File: src/rtl/mem_arbiter.sv
// Two-port (fetch/data) arbiter onto one single-port memory: combinational grant, response one cycle later.
// Fixed data priority with fetch-starvation override; define ARB_RR_EN for round-robin between the ports.
module mem_arbiter #(
    parameter int ADDR_W   = 32,
    parameter int DATA_W   = 32,
    parameter int MAX_WAIT = 4
) (
    input  logic                clk,
    input  logic                rstN,
    input  logic                iReq,
    input  logic [ADDR_W-1:0]   iAddr,
    output logic                iGnt,
    output logic                iRvalid,
    output logic [DATA_W-1:0]   iRdata,
    input  logic                dReq,
    input  logic                dWen,
    input  logic [DATA_W/8-1:0] dBe,
    input  logic [ADDR_W-1:0]   dAddr,
    input  logic [DATA_W-1:0]   dWdata,
    input  logic                dLock,
    output logic                dGnt,
    output logic                dRvalid,
    output logic [DATA_W-1:0]   dRdata,
    output logic                memReq,
    output logic                memWen,
    output logic [DATA_W/8-1:0] memBe,
    output logic [ADDR_W-1:0]   memAddr,
    output logic [DATA_W-1:0]   memWdata,
    input  logic [DATA_W-1:0]   memRdata
);

    typedef enum logic [1:0] {OWN_NONE, OWN_INSTR, OWN_DATA} owner_e;
    typedef enum logic {UNLOCKED, LOCKED} lock_e;

    localparam logic [3:0] MAX_WAIT_C = 4'(MAX_WAIT);

    owner_e     owner_q;
    lock_e      lock_q;
    logic [3:0] wait_cnt;
    logic       starve;
    logic       i_win;
    logic       d_win;

`ifdef ARB_RR_EN
    logic rr_ptr;   // 0 selects data, 1 selects instruction on a contested cycle
`endif

    always_comb begin
        i_win  = 1'b0;
        d_win  = 1'b0;
        // >= so a count that overran MAX_WAIT while locked still forces the fetch through
        starve = iReq && (wait_cnt >= MAX_WAIT_C);
        if (lock_q == LOCKED) begin
            d_win = dReq;
        end else if (starve) begin
            i_win = 1'b1;
        end else begin
`ifdef ARB_RR_EN
            if (iReq && dReq) begin
                d_win = ~rr_ptr;
                i_win = rr_ptr;
            end else begin
                d_win = dReq;
                i_win = iReq;
            end
`else
            d_win = dReq;
            i_win = iReq && !dReq;
`endif
        end
    end

    // Grants are gated by reset so every output is quiet while rstN is low
    assign iGnt     = i_win && rstN;
    assign dGnt     = d_win && rstN;
    assign memReq   = iGnt || dGnt;
    assign memWen   = dGnt ? dWen : 1'b0;
    assign memBe    = dGnt ? dBe : '0;
    assign memWdata = dGnt ? dWdata : '0;
    assign memAddr  = dGnt ? dAddr : (iGnt ? iAddr : '0);

    assign iRvalid  = (owner_q == OWN_INSTR);
    assign dRvalid  = (owner_q == OWN_DATA);
    assign iRdata   = iRvalid ? memRdata : '0;
    assign dRdata   = dRvalid ? memRdata : '0;

    always_ff @(posedge clk or negedge rstN) begin
        if (!rstN) begin
            owner_q <= OWN_NONE;
        end else if (dGnt) begin
            owner_q <= OWN_DATA;
        end else if (iGnt) begin
            owner_q <= OWN_INSTR;
        end else begin
            owner_q <= OWN_NONE;
        end
    end

    always_ff @(posedge clk or negedge rstN) begin
        if (!rstN) begin
            wait_cnt <= 4'd0;
        end else if (iGnt || !iReq) begin
            wait_cnt <= 4'd0;
        end else if (wait_cnt != 4'hF) begin
            wait_cnt <= wait_cnt + 4'd1;
        end
    end

    always_ff @(posedge clk or negedge rstN) begin
        if (!rstN) begin
            lock_q <= UNLOCKED;
        end else begin
            case (lock_q)
                UNLOCKED: if (dGnt && dLock)  lock_q <= LOCKED;
                LOCKED:   if (dGnt && !dLock) lock_q <= UNLOCKED;
                default:  lock_q <= UNLOCKED;
            endcase
        end
    end

`ifdef ARB_RR_EN
    always_ff @(posedge clk or negedge rstN) begin
        if (!rstN) begin
            rr_ptr <= 1'b0;
        end else if (dGnt) begin
            rr_ptr <= 1'b1;
        end else if (iGnt) begin
            rr_ptr <= 1'b0;
        end
    end
`endif

endmodule

File: config.mk
export PLATFORM = sky130hd
export DESIGN_NAME = mem_arbiter
export DESIGN_NICKNAME = d
export VERILOG_FILES = /design/src/rtl/mem_arbiter.sv
export SDC_FILE = /design/constraint.sdc
export NUM_CORES = 1
export LEC_CHECK = 0
export ABC_CLOCK_PERIOD_IN_PS = 2400
export CAP_MARGIN = 10
export CORE_AREA = 3 3 107 109
export CTS_BUF_LIST = sky130_fd_sc_hd__clkbuf_2 sky130_fd_sc_hd__clkbuf_4 sky130_fd_sc_hd__clkbuf_8
export CTS_CLUSTER_DIAMETER = 30
export DETAILED_ROUTE_END_ITERATION = 7
export DIE_AREA = 0 0 110 112
export MAX_ROUTING_LAYER = met4
export PLACE_DENSITY_LB_ADDON = 0.1
export SETUP_SLACK_MARGIN = 0.02
export SLEW_MARGIN = 25
export SYNTH_ARGS = -nofsm -noshare
export SYNTH_HDL_FRONTEND = slang
export SYNTH_SLANG_ARGS = --single-unit
File: constraint.sdc
create_clock -name clk -period 2.4 [get_ports clk]
set_clock_uncertainty 0.2 [all_clocks]
set_input_delay 0.48 -clock clk [delete_from_list [all_inputs] [get_ports clk]]
set_output_delay 0.48 -clock clk [all_outputs]
set_load 0.02 [all_outputs]
==> key figures, run 1 <==
Clock network
  – TritonCTS Sinks: 7
  – Clk root buf: clkbuf_8
  – CTS buffer count: 3
  – CTS tree: done
  – Worst-path clk slew: 0.04 ns
  – Clock Tree Buf Depth: 2
  – CTS HTree Levels: 1
  – Clock latency on the worst-skew pair: between 0.2 and 0.25 ns

Setup path
  – Crit. End Element: output port
  – Critical path class: in2out
  – Crit path launch type: primary input
  – Worst Path Buf+Inv: 3
  – Worst R2R Start: wait_cnt[2]$_DFFE_PN0P_
  – CP delay by family, top: buffers and inverters
  – Crit-path slowest cell: dlygate4sd2_1
  – Critical path arrival: 1.71 ns
  – Cell chain of the critical path: dlygate4sd2_1 > nor3b_4 > and3b_1 > buf_12 > a22o_1 > buf_4
  – Crit Path Max Fanout: 33
  – WP data required: about 1.7 ns
  – Setup crit start: dReq
  – Max incr delay on CP: 0.26 ns

Die
  – Height of the die: 112 um
  – Initial cell density of the core: 0.130
  – Die Footprint: between 10000 and 15000 um2
  – Row cnt: 38
  – CORE AREA: ~11000 um2
  – IO Pins: roughly 280
  – Die width: 110 um

Route
  – DRT Wirelength: about 9500 um
  – Met1 WL: 3260 um
  – First-pass DRT Iterations: 4
  – Met3 wire length: 974 um
  – Total number of vias: 2440
  – Met2 Routed Length: 5200 um
  – Top Metal Used: met4
  – ANT nets after route: 0
  – Average routed wire per standard cell: ~15 um
  – Vias per cell: 3.94
  – Iter 0 DRT Violations: 109
  – Drc violations: 0

Power
  – Peak supply drop: 0.000129 V
  – P_leak: 2.32 nW
  – Pwr/cell area: 236 nW/um2

Synth
  – Largest cells by area after synthesis: and2_1 46%, a22o_1 20%, dfrtp_1 13%
  – Syn. warnings: 0
  – Sequential area share after synthesis: 0.126
  – Synth top area share: 0.456
  – Syn Area/Cell: 7.53 um2
  – EDFF count, synth: 0
  – Post-Syn Area: 1390 um2
  – Yosys reg bits: 7
  – Count of different cell masters after synthesis: 27
  – Mapped Cells: 184
  – Syn_nets: approximately 320
  – Cell taking the most area after synthesis: and2_1
  – Prevailing post-synth register cell: dfrtp_1
  – Asr flop ratio synth: 1.00

Place
  – Placed inst area: 4350 um2
  – Dpl hpwl: roughly 7400 um
  – Dpl ws: -0.669 ns
  – Inst Count DP: 595
  – GPL Wtd Cong: a little over 0.7
  – IO buf count: 275

Timing
  – Post-route setup TNS: 0 ns
  – Min Tclk post-route: 2.39 ns
  – Final Max Slew Viols: 0
  – PnR worst setup slack: around 0.01 ns
  – Slew headroom: 0.828
  – RSZ-0062 raised after global routing: yes
  – Fin. Hold Viols: 0
  – Final setup fails: 0
  – Fmax: 0.418 GHz
  – Crit share post-route: 0.996
  – Worst Max-Slew Pin Slew: 0.259 ns

Worst hold path
  – Hold WC Path Type: in2async

Global routing
  – Vias in the first global route: 2464
  – Largest net degree at the start of global routing: 34
  – First-pass GRT wire length: 13300 um
  – Grt ovf: 0
  – Gr usage total: 0.141
  – Initial antenna violation count: 0

Outcome
  – Status: finished, final reports clean

Finish
  – Final net count: 619
  – Inserted Diodes: 0
  – Share of cells above drive strength 1: 0.261
  – Final Cell Area: 4600 um2
  – Syn-to-layout area delta: 232%
  – Finished Layout Cells: roughly 620

Flow run
  – Max-cap viol count: 0
worst paths after layout:
check | cells after the start | slack [ns] | to
worst max-delay path | 6 | 0.01 | memAddr[20]
worst min-delay path | 3 | 0.24 | async pin
worst max register to register | 5 | 0.68 | flop
worst min register to register | 2 | 0.40 | wait_cnt[0]$_DFFE_PN0P_
max in group asynchronous | 3 | 1.62 | wait_cnt[3]$_DFFE_PN0P_
min in group clk | 2 | 0.40 | wait_cnt[0]$_DFFE_PN0P_
power breakdown:
group          leakage (nW)  switching (W)  internal, W
sequential           0.0922     0.00000666     0.000127
combinational          2.20       0.000308     0.000470
clock                0.0262      0.0000458     0.000126
total                  2.32       0.000361     0.000723
synthesized netlist by cell type, drive strengths merged (2+ instances only):
cell type / n
a22o: 32
clkbuf: 9
buf: 8
nor2: 5
nand3: 2
nand2: 2
dfrtp: 7
and2: 101
nor2b: 2
and3b: 2
area by class of cell:
| type | instances | area, um2 |
|---|---|---|
| fill | 1094 | 6090 |
| timing repair buffer | 308 | 3060 |
| multi-input combinational | 160 | 1140 |
| sequential | 7 | 175 |
| tap | 140 | 175 |
| clock buffer | 4 | 48.8 |
tightest hold or removal path: stages:
cell           delay, ns
dlygate4sd2_1       0.23
buf_4               0.12
buf_4               0.17
per-stage QoR:
| stage | utilization | power, W | hold slack, ns |
|---|---|---|---|
| after floorplan | - | 0.000404 | -0.0156 |
| after global placement | 0.407 | 0.000866 | 0.330 |
| after detailed placement | 0.407 | 0.000868 | 0.334 |
| after CTS | 0.418 | 0.00107 | 0.245 |
| after global routing | 0.430 | 0.00115 | 0.277 |
| final | 0.430 | 0.00108 | 0.237 |
metal layers:
layer,GRT usage,vias up
li1,-,1215
met2,0.282,149
met5,-,-
met1,0.141,1072
met3,0.0261,4
met4,0.0150,0
cell families (layout without fill, tap and decap cells):
kind of cell / count (synthesis) / after routing / share of synthesized area
buffers and inverters: 17 / 312 / 0.0794
and+or+nand+nor: 119 / 119 / 0.531
AOI/OAI and AO/OA: 37 / 37 / 0.233
muxes: 2 / 2 / 0.0153
adders and majority gates: 1 / 1 / 0.00902
xor gates and xnor gates: 1 / 1 / 0.00632
DFF: 7 / 7 / 0.126
what timing repair did:
item | 4_1_cts | 5_1_grt
gates resized for setup | 429 | 45
pin swaps | 19 | 5
setup endpoints to repair | 136 | 70
setup buffers | 15 | 1
gates cloned | 6 | 2
hold buffers | 0 | 0
placed cells by master (no fill, tap or decap), types with 2 or more instances in the layout:
master           Yosys  routed
buf_12               0       8
nor2_1               5       5
clkbuf_16            0       2
clkbuf_8             0       3
and3b_1              2       2
dlygate4sd2_1        0      67
and2_1             101      90
a22o_1              32      32
buf_2                1      11
and2_4               0      11
buf_4                3      41
dfrtp_1              7       7
nor2b_1              2       2
buf_6                4      37
buf_16               0       4
nand3_1              2       2
clkdlybuf4s50_1      0     136
Power figures use the tool's default switching activity.
==> run 2, diff against run 1 <==
- CTS_CLUSTER_DIAMETER: 30 -> not set
==> results of run 2 <==
The final DEF is identical to that of run 1; final timing and power are the same.
